`src/rtl/alarm_pkg.sv`:
```
// Shared types and helpers for the alarm-clock keypad entry path.
// Holds the entry FSM states, BCD limit constants and the HH:MM validity check.
package alarm_pkg;

    typedef enum logic [2:0] {
        IDLE,
        COLLECT,
        CHECK,
        COMMIT,
        ERROR
    } entry_state_t;

    localparam logic [3:0] BLANK_DIGIT    = 4'hA;
    localparam logic [3:0] H_TENS_MAX     = 4'd2;
    localparam logic [3:0] H_ONES_MAX_20S = 4'd3;
    localparam logic [3:0] M_TENS_MAX     = 4'd5;
    localparam logic [3:0] DIGIT_MAX      = 4'd9;

    // 24 h HH:MM check on four BCD nibbles, [15:12] = hours tens.
    function automatic logic hhmm_valid(input logic [15:0] v);
        logic [3:0] h_tens;
        logic [3:0] h_ones;
        logic [3:0] m_tens;
        logic [3:0] m_ones;
        logic       no_blank;
        h_tens   = v[15:12];
        h_ones   = v[11:8];
        m_tens   = v[7:4];
        m_ones   = v[3:0];
        no_blank = (h_tens != BLANK_DIGIT) && (h_ones != BLANK_DIGIT) &&
                   (m_tens != BLANK_DIGIT) && (m_ones != BLANK_DIGIT);
        hhmm_valid = no_blank &&
                     (h_tens <= H_TENS_MAX) &&
                     (h_ones <= DIGIT_MAX) &&
                     !((h_tens == H_TENS_MAX) && (h_ones > H_ONES_MAX_20S)) &&
                     (m_tens <= M_TENS_MAX) &&
                     (m_ones <= DIGIT_MAX);
    endfunction

endpackage

```
`src/rtl/edge_sync.sv`:
```
// Two-flop synchronizer followed by a registered rising-edge detector.
// Output is a one-cycle pulse three clocks after the asynchronous input rises.
module edge_sync (
    input  logic clk,
    input  logic rst_n,
    input  logic async_in,
    output logic pulse
);

    logic sync_p0;
    logic sync_p1;
    logic prev_p2;

    always_ff @(posedge clk or negedge rst_n) begin
        if (!rst_n) begin
            sync_p0 <= 1'b0;
            sync_p1 <= 1'b0;
            prev_p2 <= 1'b0;
            pulse   <= 1'b0;
        end else begin
            sync_p0 <= async_in;
            sync_p1 <= sync_p0;
            // edge register stage
            prev_p2 <= sync_p1;
            pulse   <= sync_p1 & ~prev_p2;
        end
    end

endmodule

```
`src/rtl/time_entry_ctrl.sv`:
```
// Keypad time-entry controller: counts digits, validates HH:MM and issues
// one-cycle load strobes to the clock or alarm register.
module time_entry_ctrl
    import alarm_pkg::*;
#(
    parameter int TIMEOUT_S  = 10,
    parameter int ERR_HOLD_S = 2
) (
    input  logic        clk,
    input  logic        rst_n,
    input  logic [15:0] keypad_values,
    input  logic        shift_pulse,
    input  logic        set_time_btn,
    input  logic        set_alarm_btn,
    input  logic        cancel_btn,
    input  logic        tick_1hz,
    output logic        reset_shift,
    output logic        load_time,
    output logic        load_alarm,
    output logic [15:0] time_bcd,
    output logic        entry_active,
    output logic        entry_error,
    output logic [2:0]  digit_count
);

    localparam int TW = (TIMEOUT_S > 1) ? $clog2(TIMEOUT_S) : 1;
    localparam int EW = (ERR_HOLD_S > 1) ? $clog2(ERR_HOLD_S) : 1;

    logic shift_ev, time_ev, alarm_ev, cancel_ev;

    edge_sync u_sync_shift  (.clk(clk), .rst_n(rst_n), .async_in(shift_pulse),   .pulse(shift_ev));
    edge_sync u_sync_time   (.clk(clk), .rst_n(rst_n), .async_in(set_time_btn),  .pulse(time_ev));
    edge_sync u_sync_alarm  (.clk(clk), .rst_n(rst_n), .async_in(set_alarm_btn), .pulse(alarm_ev));
    edge_sync u_sync_cancel (.clk(clk), .rst_n(rst_n), .async_in(cancel_btn),    .pulse(cancel_ev));

    entry_state_t  state, state_nx;
    logic [2:0]    count, count_nx, cnt_inc;
    logic [TW-1:0] tcnt, tcnt_nx;
    logic [EW-1:0] ecnt, ecnt_nx;
    logic          sel_alarm, sel_alarm_nx;
    logic          rs_nx, lt_nx, la_nx;
    logic [15:0]   entry_reg;

    always_comb begin
        state_nx     = state;
        count_nx     = count;
        cnt_inc      = count;
        tcnt_nx      = tcnt;
        ecnt_nx      = ecnt;
        sel_alarm_nx = sel_alarm;
        case (state)
            IDLE: begin
                if (shift_ev) begin
                    state_nx = COLLECT;
                    count_nx = 3'd1;
                    tcnt_nx  = '0;
                end
            end
            COLLECT: begin
                // A set in the same cycle as a digit is judged on the new count.
                if (shift_ev && (count != 3'd4))
                    cnt_inc = count + 3'd1;
                count_nx = cnt_inc;
                if (shift_ev)
                    tcnt_nx = '0;
                else if (tick_1hz)
                    tcnt_nx = tcnt + TW'(1);
                if (cancel_ev) begin
                    state_nx = IDLE;
                end else if (time_ev || alarm_ev) begin
                    sel_alarm_nx = !time_ev;
                    state_nx     = (cnt_inc == 3'd4) ? CHECK : ERROR;
                end else if (!shift_ev && tick_1hz && (tcnt == TW'(TIMEOUT_S - 1))) begin
                    state_nx = IDLE;
                end
            end
            CHECK:  state_nx = hhmm_valid(entry_reg) ? COMMIT : ERROR;
            COMMIT: state_nx = IDLE;
            ERROR: begin
                if (tick_1hz) begin
                    if (ecnt == EW'(ERR_HOLD_S - 1))
                        state_nx = IDLE;
                    else
                        ecnt_nx = ecnt + EW'(1);
                end
            end
            default: state_nx = IDLE;
        endcase
        if ((state_nx == ERROR) && (state != ERROR))
            ecnt_nx = '0;
        if (state_nx == IDLE)
            count_nx = 3'd0;
        // Every way out of an entry clears the keypad exactly once.
        rs_nx = ((state == COLLECT) && (state_nx == IDLE)) ||
                ((state_nx == ERROR) && (state != ERROR)) ||
                (state_nx == COMMIT);
        lt_nx = (state_nx == COMMIT) && !sel_alarm;
        la_nx = (state_nx == COMMIT) && sel_alarm;
    end

    always_ff @(posedge clk or negedge rst_n) begin
        if (!rst_n) begin
            state       <= IDLE;
            count       <= 3'd0;
            tcnt        <= '0;
            ecnt        <= '0;
            sel_alarm   <= 1'b0;
            reset_shift <= 1'b0;
            load_time   <= 1'b0;
            load_alarm  <= 1'b0;
            entry_reg   <= {4{BLANK_DIGIT}};
            time_bcd    <= 16'h0000;
        end else begin
            state       <= state_nx;
            count       <= count_nx;
            tcnt        <= tcnt_nx;
            ecnt        <= ecnt_nx;
            sel_alarm   <= sel_alarm_nx;
            reset_shift <= rs_nx;
            load_time   <= lt_nx;
            load_alarm  <= la_nx;
            if (shift_ev)
                entry_reg <= keypad_values;
            if (state_nx == COMMIT)
                time_bcd <= entry_reg;
        end
    end

    assign entry_active = (state == COLLECT);
    assign entry_error  = (state == ERROR);
    assign digit_count  = count;

endmodule

```
`config.mk`:
```
export PLATFORM = sky130hd
export DESIGN_NAME = time_entry_ctrl
export DESIGN_NICKNAME = d
export VERILOG_FILES = /design/src/rtl/alarm_pkg.sv /design/src/rtl/edge_sync.sv /design/src/rtl/time_entry_ctrl.sv
export SDC_FILE = /design/constraint.sdc
export NUM_CORES = 1
export LEC_CHECK = 0
export CAP_MARGIN = 20
export CORE_MARGIN = 2
export CORE_UTILIZATION = 45
export CTS_CLUSTER_DIAMETER = 60
export DETAILED_ROUTE_END_ITERATION = 16
export PLACE_DENSITY_LB_ADDON = 0.3
export RECOVER_POWER = 100
export SETUP_SLACK_MARGIN = 0.2
export SYNTH_ARGS = -nofsm -noshare
export SYNTH_HDL_FRONTEND = slang
export SYNTH_SLANG_ARGS = --single-unit
```
`constraint.sdc`:
```
create_clock -name clk -period 1.5 [get_ports clk]
set_input_delay 0.15 -clock clk [delete_from_list [all_inputs] [get_ports clk]]
set_output_delay 0.15 -clock clk [all_outputs]
set_load 0.03 [all_outputs]
```
; Word level (Yosys, flattened, before mapping)
; Cells that the tools add are included.
[word_totals]
ff_bits = 63
input_bits = 23
out_inout_bits = 24
elab_cells = 115
[classes]
add_sub_neg = 3
magnitude_cmp = 5
n_eq_ne = 17
n_mux = 22
bitwise = 9
n_reduce_logical = 33
[ops]
columns = op, count
row1 = two-way mux 3 bit, 12
row2 = logical AND 1 bit, 16
row3 = "!= test 4 bit, second input constant", 4
row4 = two-way mux 4 bit, 3
row5 = case mux 3 bit (4 select lines), 1
row6 = "equality test 3 bit, second input constant", 3
row7 = "<= comparator 4 bit, second input constant", 2
row8 = case mux 4 bit (2 select lines), 1
row9 = "equality test 3 x 2 -> 1 bit, second input constant", 2
row10 = zero test 3 bit, 2
row11 = "!= test 3 x 2 -> 1 bit, second input constant", 2
row12 = "!= test 3 bit, second input constant", 2
row13 = case mux 3 bit (2 select lines), 1
row14 = AND reduction 3 bit, 2
row15 = nonzero test 2 bit, 3
row16 = inverter 1 bit, 5
row17 = "adder 4 x 1 -> 4 bit, second input constant", 1
row18 = bitwise AND 1 bit, 4
row19 = "equality test 4 x 2 -> 1 bit, second input constant", 1
row20 = "equality test 4 bit, second input constant", 1
row21 = "greater-than comparator 4 x 2 -> 1 bit, second input constant", 1
row22 = "<= comparator 4 x 2 -> 1 bit, second input constant", 1
row23 = "<= comparator 4 x 3 -> 1 bit, second input constant", 1
row24 = zero test 1 bit, 4
row25 = 8 further kinds, 14

; Logic depth before layout (Yosys ltp)
[logic_depth]
word_depth = 15
depth_mapped = 6
ltp_nobuf = 6

; Modules after synthesis
; Synthesis repeated with hierarchy kept, for this count alone.
[unflattened]
cells_unflattened = 191
hier_area_um2 = 2591.2
[by_module_without_submodules]
columns = module, instances, cells_each, area_each_um2, seq_area_each_um2
row1 = time_entry_ctrl, 1, 171, 2135.8, 1186.1
row2 = edge_sync, 4, 5, 113.9, 100.1

; Worst setup path before layout
; No wires, ideal clock.
[synth_timing]
path_type = register to register
startpoint = register count[0], in the netlist digit_count[0]
endpoint = register ecnt
setup_ps = 66
t_arrival_ps = 1812
t_required_ps = 1434
slack_ps = -379
stages_incl_launch_ff = 7
path_buffers = 0
synth_period_minus_slack_ps = 1879
cell_sequence = dfrtp_1 inv_1 ha_1 or3b_1 a211oi_1 a211o_1 and3_1
[synth_via]
elab_chain_cells = 13
word_cells_on_any_way = 16
cone_classes = add/sub: 1 / eq/ne: 3 / mux: 7 / reduce/logical: 5
[synth_rtl]
columns = element, line_no
row1 = "start, declared", time_entry_ctrl.sv:37  ; logic [2:0] count, count_nx, cnt_inc;
row2 = "start signal, assigned", time_entry_ctrl.sv:115  ; count <= count_nx;
row3 = "parallel branches: the longest is 2 deep, another holds adder 3 x 1 -> 3 bit", n/a
row4 = two-way mux 3 bit (*), time_entry_ctrl.sv:61  ; if (shift_ev && (count != 3'd4))
row5 = two-way mux 3 bit (*), time_entry_ctrl.sv:51  ; case (state)
row6 = equality test 3 bit (*), time_entry_ctrl.sv:72  ; state_nx = (cnt_inc == 3'd4) ? CHECK : ERROR;
row7 = two-way mux 3 bit (*), time_entry_ctrl.sv:72
row8 = two-way mux 3 bit (*), time_entry_ctrl.sv:70  ; end else if (time_ev || alarm_ev) begin
row9 = two-way mux 3 bit (*), time_entry_ctrl.sv:68  ; if (cancel_ev) begin
row10 = case mux 3 bit (4 select lines) (*), time_entry_ctrl.sv:51
row11 = equality test 3 bit (*), time_entry_ctrl.sv:89  ; if ((state_nx == ERROR) && (state != ERROR))
row12 = logical AND 1 bit (*), time_entry_ctrl.sv:89
row13 = nonzero test 2 bit (no source line), n/a
row14 = AND reduction 2 bit (no source line), n/a
row15 = "end signal, assigned", time_entry_ctrl.sv:117  ; ecnt <= ecnt_nx;
row16 = "end, declared", time_entry_ctrl.sv:39  ; logic [EW-1:0] ecnt, ecnt_nx;
; Every way passes the cells marked *. The select of a mux whose other input is x is not followed.
; A chain may end at the register's enable or synchronous reset.

; Worst setup path in the final report
[layout_timing]
startpoint = register count[1], in the netlist digit_count[1]
endpoint = register ecnt
; Same word-level chain as after synthesis.

==> impl_metrics.json <==
{
  "arrival_ns": 1.97,
  "cp_max_fo": 4,
  "cp_slowest_cell": "dfrtp_2",
  "synthCells": 195,
  "ir_drop_v": 0.0007153,
  "pwr-share-clk": 0.274,
  "top_usage_layer": "met2",
  "period_needed_ns": 1.704,
  "cts_buffers": 9,
  "diodes": 0,
  "vias": 1884,
  "synth_enable_flop_cells": 0,
  "overflow": 0,
  "stdcell_area_sq_um": 3815,
  "area_delta_synth_final_pct": 47.08,
  "power_density_nw_per_um2": 1227,
  "fin_ws_ns": -0.2039,
  "numPortBuffers": 46,
  "drtIter0Drc": 68,
  "status": "complete, but fails checks",
  "clk_pin_slew_ns": 0.07,
  "ys_seq_area_frac": 0.6117,
  "core-area_sq_um": 5540,
  "clockRootBuffer": "clkbuf_8",
  "setup_violations": 21,
  "start_util": 0.4682,
  "worstSetupStartpointType": "flip-flop",
  "cp_slowest_stage_delay_ns": 0.44,
  "p_int_uw": 3252,
  "max-slew-margin-rel": 0.4548,
  "fmax_mhz": 586.9,
  "cellLeakagePower_uw": 0.001702,
  "cts_max_level": 3,
  "tritoncts": "done",
  "cts.sinks": 63,
  "async_reset_ff_frac": 1.000,
  "drv_slew": 0,
  "via_per_inst": 5.204,
  "grt_pass1_vias": 1981,
  "drv_cap": 0,
  "finalWeightedCongestion": 0.8423,
  "clock_latency_ns": 0.34,
  "ys_ff_latch": 63,
  "avgSynthCellArea_sq_um": 13.30,
  "path_cells": "ha_4 -> or3b_4 -> a211oi_2 -> a211o_1 -> and3_1",
  "rsz0062_at_grt": "true",
  "drt-wirelength-per-cell_microns": 15.90,
  "grt_usage": 0.1963,
  "nets": 312,
  "num_rows": 27,
  "routed_wl_mm": 5.757,
  "synth_nets": 222,
  "worstSetupEndpointType": "flip-flop",
  "placed_area_sq_um": 3387,
  "die_h_microns": 79.92,
  "worstMarginPinSlew_ns": 0.8178,
  "grt_pass1_wl_mm": 9.384,
  "post-route-period-util": 1.136,
  "grtUsageMet3": 0.07014,
  "ant_nets": 0,
  "clock_path_buffers": 2,
  "final_cell_mix": "53 x dfrtp_1, 25 x buf_4, 17 x clkdlybuf4s50_1, 16 x mux2_2, 13 x mux2_4",
  "p_comb_frac": 0.289,
  "use_met2": 0.3292,
  "synth_cell_types": 47,
  "required_ns": 1.77,
  "yosys_warnings": 0,
  "drt_drc_violations_left": 0,
  "grt_max_degree": 64,
  "cp.buffers_inverters": 0,
  "p_sw_frac": 0.3051,
  "synth_flop_cell": "dfrtp_1",
  "die_w_microns": 79.92,
  "violations": "negative setup slack",
  "final_common_cell": "dfrtp_1",
  "die-area_sq_um": 6387,
  "crit_family": "simple AND/OR/NAND/NOR gates",
  "hpwlAfterDp_mm": 3.438,
  "hold_violations": 0,
  "skew_ns": 0.009511,
  "antenna_found_initial": 0,
  "critPathKind": "flip-flop to flip-flop",
  "seq_power_share": 0.438,
  "p_sw_uw": 1428,
  "synth_area_sq_um": 2594,
  "min_path_type": "flip-flop to flip-flop",
  "drive_gt1_frac": 0.4552,
  "io_pins": 47,
  "use_met1": 0.2311,
  "timing.setup.tns_ns": -2.643,
  "dr.pass1.iters": 4
}
per-stage QoR:
| stage | power (uW) | hold WS [ns] | setup slack, ns | utilization | cells |
|---|---|---|---|---|---|
| detailed placement | 3053 | 0.1825 | -0.1754 | 0.6113 | 332 |
| CTS | 4599 | 0.2303 | -0.1607 | 0.6737 | 359 |
| global placement | 3014 | 0.1823 | -0.1333 | 0.6113 | 332 |
| global route | 4938 | 0.3442 | -0.2561 | 0.6886 | 362 |
| floorplan | 2633 | -0.1456 | -0.1366 | - | 195 |
| finish | 4680 | 0.3486 | -0.2039 | 0.6886 | 362 |
worst paths after layout:
| check | startpoint | endpoint | slack [ns] | cells after the start |
|---|---|---|---|---|
| max reg2reg | digit_count[1] | ecnt | -0.20 | 5 |
| max in group asynchronous | rst_n | digit_count[0] | 0.37 | 3 |
| max | digit_count[1] | ecnt | -0.20 | 5 |
| min in group asynchronous | rst_n | tcnt[2] | 0.54 | 3 |
| min reg2reg | u_sync_cancel.sync_p0 | u_sync_cancel.sync_p1 | 0.35 | 0 |
| min | u_sync_cancel.sync_p0 | u_sync_cancel.sync_p1 | 0.35 | 0 |
kinds of logic after synthesis:
family	after synthesis	synth area share
muxes	30	0.1399
buffers and inverters	13	0.02895
AOI/OAI and AO/OA	29	0.07719
DFF	63	0.6117
xor gates and xnor gates	1	0.003377
and+or+nand+nor	55	0.1196
adders and majority gates	4	0.01930
synthesized netlist by cell type, types with 3 or more instances:
cell type   n  share of area
nand3_1     4         0.0077
and3_1      3         0.0072
a21oi_1     8          0.015
nor3_1      7          0.014
nor2_1      8          0.012
nor2b_1    11          0.027
o21ai_0     6          0.012
inv_1       5         0.0072
ha_1        4          0.019
dfrtp_1    55           0.53
mux2_4      7          0.041
dfstp_2     8          0.081
mux2_2     22          0.096
nand2_1     8          0.012
routing by layer:
metal  vias to the layer above  routed length (microns)
met5                         -                        0
li1                        870                        -
met2                        49                     3011
met4                         0                      108
met1                       955                     2377
met3                        10                      260
layout make-up:
| class | instances | area (sq um) |
|---|---|---|
| Fill cell | 411 | 1725 |
| Sequential cell | 63 | 1589 |
| Multi-Input combinational cell | 119 | 1155 |
| Timing Repair Buffer | 87 | 787.0 |
| Clock buffer | 11 | 141.4 |
| Tap cell | 72 | 90.09 |
| Clock inverter | 5 | 33.78 |
| Inverter | 5 | 18.77 |
power groups by stage:
stage | sequential, uW | clock, uW | combinational [uW]
final | 2050 | 1280 | 1350
after global routing | 2070 | 1420 | 1450
after global placement | 2050 | 0 | 968
after CTS | 2040 | 1340 | 1220
after floorplan | 2090 | 0 | 544
after detailed placement | 2060 | 0 | 997
repair_timing:
action / in CTS / in global routing
hold buffers: 1 / 0
buffers inserted: 10 / 3
pin swaps: 12 / 7
endpoints found under the hold margin: 55 / 0
setup endpoints to repair: 53 / 44
gates resized for setup: 63 / 30
(Power assumes the default switching activity.)
